==> config.mk <==
export PLATFORM = sky130hd
export DESIGN_NAME = drv_segment_scan
export DESIGN_NICKNAME = d
export VERILOG_FILES = /design/src/rtl/drv_segment_pkg.sv /design/src/rtl/drv_segment_tick.sv /design/src/rtl/drv_segment_scan.sv
export SDC_FILE = /design/constraint.sdc
export NUM_CORES = 1
export LEC_CHECK = 0
export CORE_MARGIN = 1
export CORE_UTILIZATION = 55
export CTS_CLUSTER_SIZE = 16
export DETAILED_ROUTE_END_ITERATION = 6
export PLACE_DENSITY_LB_ADDON = 0.1
export REMOVE_ABC_BUFFERS = 1
export SETUP_SLACK_MARGIN = 0.5
export SLEW_MARGIN = 15
export SYNTH_ARGS = -nofsm -noshare
export SYNTH_HDL_FRONTEND = slang
export SYNTH_SLANG_ARGS = --single-unit
==> constraint.sdc <==
create_clock -name i_clk -period 3.9 [get_ports i_clk]
set_clock_uncertainty 0.1 [all_clocks]
set_input_delay 0.975 -clock i_clk [delete_from_list [all_inputs] [get_ports i_clk]]
set_output_delay 0.975 -clock i_clk [all_outputs]
set_load 0.01 [all_outputs]
==> src/rtl/drv_segment_pkg.sv <==
// drv_segment_pkg
// Shared types and helpers for the multiplexed 7-segment driver.
//   seg_t      : 7-bit active-low segment pattern, bit0 = a (top) .. bit6 = g (middle)
//   SEG_BLANK  : all segments off
//   SEG_DEC    : active-low patterns for decimal digits 0..9
//   seg_decode : nibble -> pattern; non-decimal nibbles (10..15) decode to blank
package drv_segment_pkg;

    typedef logic [6:0] seg_t;

    localparam seg_t SEG_BLANK = 7'h7F;

    localparam seg_t SEG_DEC [0:9] = '{
        7'b1000000,  // 0
        7'b1111001,  // 1
        7'b0100100,  // 2
        7'b0110000,  // 3
        7'b0011001,  // 4
        7'b0010010,  // 5
        7'b0000010,  // 6
        7'b1111000,  // 7
        7'b0000000,  // 8
        7'b0010000   // 9
    };

    function automatic seg_t seg_decode(input logic [3:0] nibble);
        seg_t seg;
        seg = SEG_BLANK;
        if (nibble <= 4'd9) begin
            seg = SEG_DEC[nibble];
        end
        return seg;
    endfunction

endpackage

==> src/rtl/drv_segment_tick.sv <==
// drv_segment_tick
// Slot/frame timebase for the segment scanner: a prescaler counting
// 0..PRESCALE-1 and a digit index counting 0..DIGITS-1.
// Ports:
//   i_clk, i_rst_n  : clock, asynchronous active-low reset
//   o_slot_end      : prescaler at terminal count (last cycle of a slot)
//   o_frame_start   : first cycle of slot 0 (prescaler 0, index 0)
//   o_idx           : current digit index
//   o_in_gap        : prescaler inside the anti-ghosting blank window
module drv_segment_tick #(
    parameter int DIGITS    = 8,
    parameter int PRESCALE  = 50000,
    parameter int BLANK_CYC = 500,
    parameter int IW        = 3
) (
    input  logic          i_clk,
    input  logic          i_rst_n,
    output logic          o_slot_end,
    output logic          o_frame_start,
    output logic [IW-1:0] o_idx,
    output logic          o_in_gap
);

    localparam int CW = $clog2(PRESCALE);

    logic [CW-1:0] cnt_reg;
    logic [IW-1:0] idx_reg;
    logic          last_digit;

    assign o_slot_end    = (cnt_reg == CW'(PRESCALE - 1));
    assign last_digit    = (idx_reg == IW'(DIGITS - 1));
    assign o_frame_start = (cnt_reg == '0) && (idx_reg == '0);
    assign o_in_gap      = (cnt_reg < CW'(BLANK_CYC));
    assign o_idx         = idx_reg;

    // With DIGITS = 1 last_digit is always true, so the index stays at 0.
    always_ff @(posedge i_clk or negedge i_rst_n) begin
        if (!i_rst_n) begin
            cnt_reg <= '0;
            idx_reg <= '0;
        end else if (o_slot_end) begin
            cnt_reg <= '0;
            idx_reg <= last_digit ? '0 : idx_reg + 1'b1;
        end else begin
            cnt_reg <= cnt_reg + 1'b1;
        end
    end

endmodule

==> src/rtl/drv_segment_scan.sv <==
// drv_segment_scan
// Multiplexed multi-digit common-anode 7-segment driver. A packed BCD word
// is captured into a pending buffer and moved to the display register only
// at frame boundaries, so one frame never mixes old and new digits.
// Ports:
//   i_clk, i_rst_n : clock, asynchronous active-low reset
//   i_val          : packed BCD, nibble k -> digit k (digit 0 least significant)
//   i_dp           : decimal point request per digit (active-high)
//   i_load         : capture strobe for i_val/i_dp
//   o_pend         : pending buffer holds data not yet displayed
//   o_frame        : one-cycle pulse on the first output cycle of slot 0
//   o_drv_sgmnt    : segments a..g, active-low
//   o_drv_dp       : decimal point, active-low
//   o_drv_an       : anode select, active-low one-hot
// Build option: define DRV_SEGMENT_LZB_EN for leading-zero blanking.
module drv_segment_scan
    import drv_segment_pkg::*;
#(
    parameter int DIGITS    = 8,
    parameter int PRESCALE  = 50000,
    parameter int BLANK_CYC = 500
) (
    input  logic                  i_clk,
    input  logic                  i_rst_n,
    input  logic [4*DIGITS-1:0]   i_val,
    input  logic [DIGITS-1:0]     i_dp,
    input  logic                  i_load,
    output logic                  o_pend,
    output logic                  o_frame,
    output logic [6:0]            o_drv_sgmnt,
    output logic                  o_drv_dp,
    output logic [DIGITS-1:0]     o_drv_an
);

    localparam int IW = (DIGITS > 1) ? $clog2(DIGITS) : 1;

    logic          slot_end;
    logic          frame_start;
    logic [IW-1:0] idx;
    logic          in_gap;
    logic          frame_wrap;

    drv_segment_tick #(
        .DIGITS    (DIGITS),
        .PRESCALE  (PRESCALE),
        .BLANK_CYC (BLANK_CYC),
        .IW        (IW)
    ) u_tick (
        .i_clk         (i_clk),
        .i_rst_n       (i_rst_n),
        .o_slot_end    (slot_end),
        .o_frame_start (frame_start),
        .o_idx         (idx),
        .o_in_gap      (in_gap)
    );

    // The clock edge on which the index wraps to 0 is the frame transfer edge.
    assign frame_wrap = slot_end && (idx == IW'(DIGITS - 1));

    logic [4*DIGITS-1:0] pbuf_val_reg;
    logic [DIGITS-1:0]   pbuf_dp_reg;
    logic [4*DIGITS-1:0] disp_val_reg;
    logic [DIGITS-1:0]   disp_dp_reg;
    logic                pend_reg;

    always_ff @(posedge i_clk or negedge i_rst_n) begin
        if (!i_rst_n) begin
            pbuf_val_reg <= '0;
            pbuf_dp_reg  <= '0;
            disp_val_reg <= '0;
            disp_dp_reg  <= '0;
            pend_reg     <= 1'b0;
        end else if (frame_wrap) begin
            // A load landing on the transfer edge skips the buffer entirely.
            if (i_load) begin
                disp_val_reg <= i_val;
                disp_dp_reg  <= i_dp;
            end else if (pend_reg) begin
                disp_val_reg <= pbuf_val_reg;
                disp_dp_reg  <= pbuf_dp_reg;
            end
            pend_reg <= 1'b0;
        end else if (i_load) begin
            pbuf_val_reg <= i_val;
            pbuf_dp_reg  <= i_dp;
            pend_reg     <= 1'b1;
        end
    end

    logic [3:0]        nib [DIGITS];
    logic [DIGITS-1:0] blank;

    for (genvar gi = 0; gi < DIGITS; gi++) begin : g_nib
        assign nib[gi] = disp_val_reg[4*gi +: 4];
    end

`ifdef DRV_SEGMENT_LZB_EN
    // zero_from[k]: nibble k and every more significant nibble are zero.
    logic [DIGITS:1] zero_from;
    assign zero_from[DIGITS] = 1'b1;
    assign blank[0]          = 1'b0;
    for (genvar gi = 1; gi < DIGITS; gi++) begin : g_lzb
        assign zero_from[gi] = (nib[gi] == 4'd0) && zero_from[gi+1];
        assign blank[gi]     = zero_from[gi];
    end
`else
    assign blank = '0;
`endif

    seg_t              seg_next;
    logic [DIGITS-1:0] an_next;

    assign seg_next = blank[idx] ? SEG_BLANK : seg_decode(nib[idx]);
    assign an_next  = in_gap ? '1 : ~(DIGITS'(1) << idx);

    always_ff @(posedge i_clk or negedge i_rst_n) begin
        if (!i_rst_n) begin
            o_drv_sgmnt <= SEG_BLANK;
            o_drv_dp    <= 1'b1;
            o_drv_an    <= '1;
            o_frame     <= 1'b0;
        end else begin
            o_drv_sgmnt <= seg_next;
            o_drv_dp    <= ~disp_dp_reg[idx];
            o_drv_an    <= an_next;
            o_frame     <= frame_start;
        end
    end

    assign o_pend = pend_reg;

endmodule

==> implementation parameters, run 1 <==
Parameter                              Value

Status
  Status ... complete, no violations

Global routing
  Maximum number of pins on one net before global-route repair ... 118
  Via count of the first global-routing pass ... 3490
  Global route overflow ... 0
  Global router's overall resource usage ... 22.1%
  Initial antenna violation count ... 0
  Global-route wire length before repair ... 17100 um

Pwr
  Proportion of total power due to net switching ... 19.8%
  Internal Dissipation ... 2.58 mW
  Sequential fraction of design power ... 40.9%
  Total power consumption of the routed design ... 3.22 mW
  Maximum vdd ir drop ... 334 uV
  Logic gate share of total power ... 7.5%
  Leakage component of the power ... 2.98 nW
  P_sw ... 636 uW
  Clock network power share ... 51.7%
  Pwr Density ... 469 nW/um^2

Route
  Via density per instance ... 5.44
  Count of TritonRoute iterations in the first routing pass ... 4
  Antenna-violating nets left ... 0
  Mean routed wirelength per cell ... 16.7 um
  Count of unresolved DRC violations after routing ... 0
  Vias ... 3274
  Iteration-0 DRC count of the detailed router ... 127
  Final wirelength ... 10000 um

Critical path
  Type of the worst setup path ... flop to flop
  Setup slack of the worst register-to-register path ... 1110 ps
  Top Family by Delay on Critical Path ... flip-flops
  Required time at the endpoint of the critical path ... 4180 ps
  Startpoint kind of the worst setup timing path ... flop
  Worst endpoint data arrival time ... 3070 ps
  Most frequent cell on the critical path ... sky130_fd_sc_hd__ha_1
  Cell Chain, Critical Path ... ha_1, ha_1, nand3_1, o21ai_4, buf_12, mux2_2
  Largest fanout on the critical path ... 27
  Crit-path max cell delay ... 720 ps
  Critical path capture point type ... flop
  Critical Path Slowest Stage Cell ... sky130_fd_sc_hd__dfrtp_1
  Worst path buffer plus inverter count ... 1

Floorplan
  Count of boundary I/O pins ... 61
  Effective utilization at floorplan ... 56.6%
  Die boundary width ... 102 um
  Total Die Area ... 10400 um^2
  Die height ... 102 um
  Core area ... 9730 um^2
  Standard-cell rows ... 36

Finish
  Final Core Density ... 70.4%
  Antenna Cells ... 0
  Layout-stage area growth over the synthesis result ... 24.5%
  Commonest cells after routing, fill and taps aside ... 117 x sky130_fd_sc_hd__mux2_2, 101 x sky130_fd_sc_hd__dfrtp_1, 58 x sky130_fd_sc_hd__clkdlybuf4s50_1
  Fraction of final layout cells with drive strength greater than 1 ... 39.9%
  Number of nets in the layout ... 512
  Most common cell after layout, fill and taps aside ... sky130_fd_sc_hd__mux2_2

Yosys
  Warnings, synthesis ... 0
  Area of the mapped netlist ... 5510 um^2
  Largest cells by area after synthesis ... sky130_fd_sc_hd__dfrtp_1 46%, sky130_fd_sc_hd__mux2_2 24%, sky130_fd_sc_hd__dfstp_2 7.6%, sky130_fd_sc_hd__mux4_2 4.1%, sky130_fd_sc_hd__ha_1 3.0%
  Sequential fraction of the synthesis area ... 53.5%
  Number of flip-flops and latches in the synthesized netlist ... 117
  Post-synthesis area per instance ... 14.2 um^2
  Fraction of synthesized cell area taken by the top area cell type ... 45.9%
  Netlist cell types ... 42
  Number of instances in the synthesized netlist ... 387
  Largest area contributor in the netlist ... sky130_fd_sc_hd__dfrtp_1

CTS
  Cell chosen for the clock root ... sky130_fd_sc_hd__clkbuf_8
  Number of cells upsized or downsized after cts ... 0
  CTS clock-pin slew for the worst setup and hold paths ... 60 ps
  Clock latency on the worst-skew pair ... 500 ps
  Count of clock tree sinks ... 117
  H-tree levels ... 4
  Number of buffers between clock root and the deepest sink ... 2
  Number of buffers added to fix hold violations after cts ... 0
  Clock tree from TritonCTS ... yes
  Setup repair bufs after CTS ... 0
  Number of CTS-inserted buffers ... 17

Timing
  Worst hold margin ... 385 ps
  Final worst path period share ... 71.6%
  Endpoints failing hold ... 0
  Fmax achieved ... 0.358 GHz
  Slew headroom ... 58.9%
  Transition time at the pin with the least slew margin ... 616 ps
  Max Transition Viols Final ... 0
  RSZ-0062 raised after global routing ... no
  Accumulated negative setup slack ... 0 ps
  Post-layout min period ... 2790 ps
  Total of endpoints with negative setup slack in the final report ... 0

Place
  GPL Wtd Cong ... 0.794
  Half-perimeter wire length after detailed placement ... 6520 um
  Quantity of I/O buffers inserted on ports ... 60

Min path
  Hold Crit Class ... flop to flop

Flow run
  Max Cap Viol ... 0
==> final timing paths <==
| kind | startpoint | endpoint | cells after the start |
|---|---|---|---|
| max | u_tick.o_idx[1] | pbuf_val_reg[16] | 6 |
| min in group asynchronous | i_rst_n | pbuf_val_reg[2] | 2 |
| min | pbuf_dp_reg[5] | pbuf_dp_reg[5] | 1 |
| min reg2reg | pbuf_dp_reg[5] | pbuf_dp_reg[5] | 1 |
| max in group asynchronous | i_rst_n | pbuf_dp_reg[2] | 2 |
| max reg2reg | u_tick.o_idx[1] | pbuf_val_reg[16] | 6 |
==> metrics by stage <==
step                instances  setup WS, ps  instance area, um^2
finish                    602          1110                 6850
global route              602           895                 6850
CTS                       602          1080                 6850
detailed placement        570          1060                 6210
global placement          570          1190                 6210
floorplan                 371           836                 5380
==> layout make-up <==
type | instances | area [um^2]
Timing Repair Buffer | 66 | 663
Inverter | 11 | 41.3
Sequential cell | 117 | 2950
Tap cell | 133 | 166
Clock inverter | 9 | 173
Clock buffer | 23 | 467
Multi-Input combinational cell | 243 | 2390
Fill cell | 720 | 2880
==> power groups by stage <==
stage | sequential [mW] | clock (mW) | combinational (mW)
after floorplan | 1.33 | 0 | 0.123
after global placement | 1.33 | 0 | 0.236
after detailed placement | 1.33 | 0 | 0.242
after CTS | 1.31 | 1.69 | 0.245
after global routing | 1.32 | 1.75 | 0.263
final | 1.31 | 1.66 | 0.240
==> cells in the mapped netlist <==
master,number
sky130_fd_sc_hd__nor3_4,1
sky130_fd_sc_hd__nand4_2,1
sky130_fd_sc_hd__buf_6,9
sky130_fd_sc_hd__or3_1,1
sky130_fd_sc_hd__inv_2,1
sky130_fd_sc_hd__mux2_2,117
sky130_fd_sc_hd__mux2i_1,6
sky130_fd_sc_hd__xnor2_1,7
sky130_fd_sc_hd__and3_1,3
sky130_fd_sc_hd__o31ai_1,1
sky130_fd_sc_hd__dfrtp_1,101
sky130_fd_sc_hd__nand4_1,2
sky130_fd_sc_hd__a21o_1,1
sky130_fd_sc_hd__mux2_4,1
sky130_fd_sc_hd__and3b_1,1
sky130_fd_sc_hd__ha_1,13
sky130_fd_sc_hd__o21ai_2,1
sky130_fd_sc_hd__nor2_1,14
sky130_fd_sc_hd__or2_2,1
sky130_fd_sc_hd__o21bai_1,1
sky130_fd_sc_hd__and2_1,2
sky130_fd_sc_hd__or4_4,1
sky130_fd_sc_hd__nand2_1,13
sky130_fd_sc_hd__dfstp_2,16
sky130_fd_sc_hd__buf_1,1
sky130_fd_sc_hd__nor4_2,1
sky130_fd_sc_hd__o211ai_1,2
sky130_fd_sc_hd__nand3_1,9
sky130_fd_sc_hd__nor4_1,3
sky130_fd_sc_hd__and4_1,2
sky130_fd_sc_hd__nor3_1,6
sky130_fd_sc_hd__nand3b_1,1
sky130_fd_sc_hd__xor2_1,6
sky130_fd_sc_hd__buf_2,1
sky130_fd_sc_hd__o21ai_0,4
sky130_fd_sc_hd__clkbuf_1,5
sky130_fd_sc_hd__a31oi_1,1
sky130_fd_sc_hd__inv_1,10
sky130_fd_sc_hd__a21oi_1,4
sky130_fd_sc_hd__mux4_2,10
sky130_fd_sc_hd__mux2_1,5
sky130_fd_sc_hd__nor2b_1,1
==> cell families after synthesis <==
| group | count (synthesis) | share of synthesized area [%] |
|---|---|---|
| AND/OR/NAND/NOR | 63 | 6.25 |
| XOR/XNOR | 13 | 2.07 |
| flip-flops | 117 | 53.5 |
| AO/OA/AOI/OAI | 15 | 1.68 |
| adder cells (fa/ha/maj) | 13 | 2.95 |
| multiplexers | 139 | 30.4 |
| buffers and inverters | 27 | 3.09 |
==> layer usage <==
layer	wire [um]	part of all wire (%)	track usage, %	up-vias
met5	0	0	0	-
met3	320	3.2	6.02	8
met4	98	0.98	7.58	0
li1	-	-	-	1524
met1	4410	44	28.1	1683
met2	5190	52	36.7	59
Power figures use the tool's default switching activity.
==> run 2: changes to the inputs <==
--- a/config.mk
+++ b/config.mk
@@ -6,7 +6,7 @@
 export NUM_CORES = 1
 export LEC_CHECK = 0
 export CORE_MARGIN = 1
-export CORE_UTILIZATION = 55
+export CORE_UTILIZATION = 51
 export CTS_CLUSTER_SIZE = 16
 export DETAILED_ROUTE_END_ITERATION = 6
 export PLACE_DENSITY_LB_ADDON = 0.1
==> constraint.sdc (replaced) <==
create_clock -name i_clk -period 2.3 [get_ports i_clk]
set_clock_uncertainty 0.1 [all_clocks]
set_input_delay 0.575 -clock i_clk [delete_from_list [all_inputs] [get_ports i_clk]]
set_output_delay 0.575 -clock i_clk [all_outputs]
set_load 0.01 [all_outputs]
==> run 2 against run 1 <==
  * The run now ends with negative setup slack left
  * Combinational power increased by 100%
  * Sequential share of layout area decreased by 4.9 points
  * Register-to-register slack got worse by 1100 ps
  * Utilization rose by 3.9 points
  * Die area grew 7.7%
  * Total power up 79%
  * Non-clock buffer count increased by 50
  * Final area increased by 13%
  * Routed wire length is 31% higher
  * Clock-buffer cell count is 1 lower
  * Sequential cell count did not move
  * Critical path type unchanged
  * Highest routed layer unchanged
==> implementation parameters, run 2 (synthesis results as in run 1) <==
Parameter                              Value

Route
  Iteration-0 DRC count of the detailed router ... 122 (was 127)
  Final wirelength ... 13100 um (was 10000 um)
  Vias ... 3654 (was 3274)
  Via density per instance ... 5.57 (was 5.44)
  Count of TritonRoute iterations in the first routing pass ... 4 (unchanged)
  Mean routed wirelength per cell ... 20.0 um (was 16.7 um)
  Antenna-violating nets left ... 0 (unchanged)
  Count of unresolved DRC violations after routing ... 0 (unchanged)

Pwr
  Pwr Density ... 744 nW/um^2 (was 469 nW/um^2)
  Leakage component of the power ... 3.37 nW (was 2.98 nW)
  Maximum vdd ir drop ... 895 uV (was 334 uV)
  Total power consumption of the routed design ... 5.76 mW (was 3.22 mW)

Timing
  Post-layout min period ... 2300 ps (was 2790 ps)
  Accumulated negative setup slack ... -4.15 ps (was 0 ps)
  RSZ-0062 raised after global routing ... yes (was no)
  Endpoints failing hold ... 0 (unchanged)
  Total of endpoints with negative setup slack in the final report ... 1 (was 0)
  Final worst path period share ... 100% (was 71.6%)
  Slew headroom ... 64.2% (was 58.9%)
  Fmax achieved ... 0.434 GHz (was 0.358 GHz)
  Max Transition Viols Final ... 0 (unchanged)
  Final setup slack of the worst path ... -4.15 ps (was 1110 ps)
  Transition time at the pin with the least slew margin ... 537 ps (was 616 ps)

CTS
  Clock latency on the worst-skew pair ... 520 ps (was 500 ps)
  Number of buffers between clock root and the deepest sink ... 2 (unchanged)
  Count of clock tree sinks ... 117 (unchanged)
  Clock tree from TritonCTS ... yes (unchanged)
  Cell chosen for the clock root ... sky130_fd_sc_hd__clkbuf_8 (unchanged)
  Number of CTS-inserted buffers ... 17 (unchanged)
  H-tree levels ... 4 (unchanged)
  CTS clock-pin slew for the worst setup and hold paths ... 60 ps (about the same)

Global routing
  Met1 global-route usage ... 29.5% (was 28.1%)
  Global router's overall resource usage ... 23.4% (was 22.1%)
  Global route overflow ... 0 (unchanged)
  Via count of the first global-routing pass ... 3810 (was 3490)
  Met3 Resource Use GR ... 6.62% (was 6.02%)
  Maximum number of pins on one net before global-route repair ... 41 (was 118)
  Met2 track demand over resource ... 38.7% (was 36.7%)
  Gr busiest metal ... met2 (unchanged)
  Global-route wire length before repair ... 19600 um (was 17100 um)
  Initial antenna violation count ... 0 (unchanged)

Critical path
  Startpoint kind of the worst setup timing path ... flop (unchanged)
  Origin of the critical flop-to-flop path ... u_tick.o_idx[0] (was u_tick.o_idx[1])
  Setup slack of the worst register-to-register path ... -4 ps (was 1110 ps)
  Required time at the endpoint of the critical path ... 2620 ps (was 4180 ps)
  Critical path capture point type ... flop (unchanged)
  Type of the worst setup path ... flop to flop (unchanged)
  Worst endpoint data arrival time ... 2620 ps (was 3070 ps)
  Largest fanout on the critical path ... 6 (was 27)
  Reg-to-Reg End ... o_drv_sgmnt[4] (was pbuf_val_reg[16])
  Worst Reg-to-Reg Cells ... 9 (was 6)

Floorplan
  Die boundary width ... 106 um (was 102 um)
  Core area ... 10400 um^2 (was 9730 um^2)
  Count of boundary I/O pins ... 61 (unchanged)
  Standard-cell rows ... 37 (was 36)
  Effective utilization at floorplan ... 52.9% (was 56.6%)
  Die height ... 106 um (was 102 um)
  Total Die Area ... 11200 um^2 (was 10400 um^2)

Status
  Status ... complete, but fails checks (was complete, no violations)
  Violated checks ... negative setup slack

Place
  Quantity of I/O buffers inserted on ports ... 60 (unchanged)
  Placed cell area ... 6350 um^2 (was 6210 um^2)
  Half-perimeter wire length after detailed placement ... 6880 um (was 6520 um)
  Worst setup timing slack at the placement stage ... -24.9 ps (was 1060 ps)
  GPL Wtd Cong ... 0.732 (was 0.794)

Finish
  Footprint of the flip-flops and latches ... 2950 um^2 (about the same)
  Number of nets in the layout ... 563 (was 512)
  Count of fill cells added during filler insertion ... 646 (was 720)
  Layout-stage area growth over the synthesis result ... 40.6% (was 24.5%)
  Final design area excluding fillers ... 7740 um^2 (was 6850 um^2)
  Final Core Density ... 74.3% (was 70.4%)
  Commonest cells after routing, fill and taps aside ... 110 x sky130_fd_sc_hd__mux2_2, 98 x sky130_fd_sc_hd__dfrtp_1, 40 x sky130_fd_sc_hd__clkdlybuf4s50_1 (was 117 x sky130_fd_sc_hd__mux2_2, 101 x sky130_fd_sc_hd__dfrtp_1, 58 x sky130_fd_sc_hd__clkdlybuf4s50_1)
  Most common cell after layout, fill and taps aside ... sky130_fd_sc_hd__mux2_2 (unchanged)
  Antenna Cells ... 0 (unchanged)
  Area occupied by multi-input gates ... 2630 um^2 (was 2390 um^2)
  Fraction of final layout cells with drive strength greater than 1 ... 55.0% (was 39.9%)

Min path
  Worst Hold End ... pbuf_dp_reg[6] (was pbuf_dp_reg[5])
  HP Start ... pbuf_dp_reg[6] (was pbuf_dp_reg[5])
  Hold Crit Class ... flop to flop (unchanged)
  Worst hold path depth ... 1 (unchanged)

Flow run
  Max Cap Viol ... 0 (unchanged)
run 2: cell types whose count changed in the layout (fill, tap and decap cells not counted), moves of 6 or more:
cell | previous run | this run
sky130_fd_sc_hd__mux2_2 | 117 | 110
sky130_fd_sc_hd__mux2_4 | 1 | 9
sky130_fd_sc_hd__ha_1 | 13 | 7
sky130_fd_sc_hd__buf_4 | 5 | 32
sky130_fd_sc_hd__clkdlybuf4s50_1 | 58 | 40
sky130_fd_sc_hd__buf_12 | 2 | 9
sky130_fd_sc_hd__buf_6 | 0 | 26
run 2: worst max-delay path: stages, from the launching register on:
cell                      delay [ps]
sky130_fd_sc_hd__dfrtp_1         380
sky130_fd_sc_hd__buf_6           120
sky130_fd_sc_hd__buf_12          110
sky130_fd_sc_hd__mux4_2          530
sky130_fd_sc_hd__mux2i_4         200
sky130_fd_sc_hd__inv_2            80
sky130_fd_sc_hd__ha_4            180
sky130_fd_sc_hd__nor2_4          170
sky130_fd_sc_hd__nand2_2          90
sky130_fd_sc_hd__a31oi_1         230
run 2: layout make-up:
type | instances | share of cell area [%]
flip-flops and latches | 117 | 38.1
multi-input cells | 244 | 34.0
repair buffers | 116 | 16.4
clock buffers | 22 | 5.85
clock inverters | 10 | 2.91
well taps | 136 | 2.20
inverters | 11 | 0.533
run 2: what timing repair did:
action,in CTS,in global routing
setup buffers,18,9
endpoints found under the hold margin,29,0
setup endpoints to repair,118,117
cloned,4,4
pin swaps,12,11
gates resized for setup,123,32
hold buffers,1,0
run 2: routing by layer:
layer	vias to the layer above	wire, um	share of wire, %
met1	1903	5550	42
met2	92	6800	52
met3	18	533	4.1
met5	-	0	0
met4	0	212	1.6
li1	1641	-	-
run 2: worst max path at each step:
stage,start,slack (ps),end
2_1_floorplan,u_tick.o_idx[0],-760,pbuf_dp_reg[0]
3_3_place_gp,u_tick.cnt_reg[0],60,disp_val_reg[20]
3_5_place_dp,u_tick.o_idx[0],-20,o_drv_sgmnt[2]
4_1_cts,u_tick.cnt_reg[13],190,pbuf_val_reg[12]
5_1_grt,u_tick.o_idx[0],-50,o_drv_sgmnt[4]
6_report,u_tick.o_idx[0],-4,o_drv_sgmnt[4]
run 2: power by group:
group | total [mW] | internal, mW | switching [mW]
Clock | 3.04 | 2.14 | 0.902
Combinational | 0.487 | 0.292 | 0.195
Sequential | 2.23 | 2.18 | 0.0543
Total | 5.76 | 4.61 | 1.15
run 2: metrics by stage:
step / hold slack [ps] / cells
global placement: 371 / 588
global route: 398 / 656
floorplan: 179 / 371
CTS: 391 / 643
detailed placement: 377 / 588
finish: 388 / 656
==> run 3: changes to the inputs <==
--- a/config.mk
+++ b/config.mk
@@ -12,6 +12,7 @@
 export PLACE_DENSITY_LB_ADDON = 0.1
 export REMOVE_ABC_BUFFERS = 1
 export SETUP_SLACK_MARGIN = 0.5
+export SKIP_LAST_GASP = 1
 export SLEW_MARGIN = 15
 export SYNTH_ARGS = -nofsm -noshare
 export SYNTH_HDL_FRONTEND = slang
==> results of run 3 <==
Same layout as run 2: the final DEF is identical, and so are final timing and power.
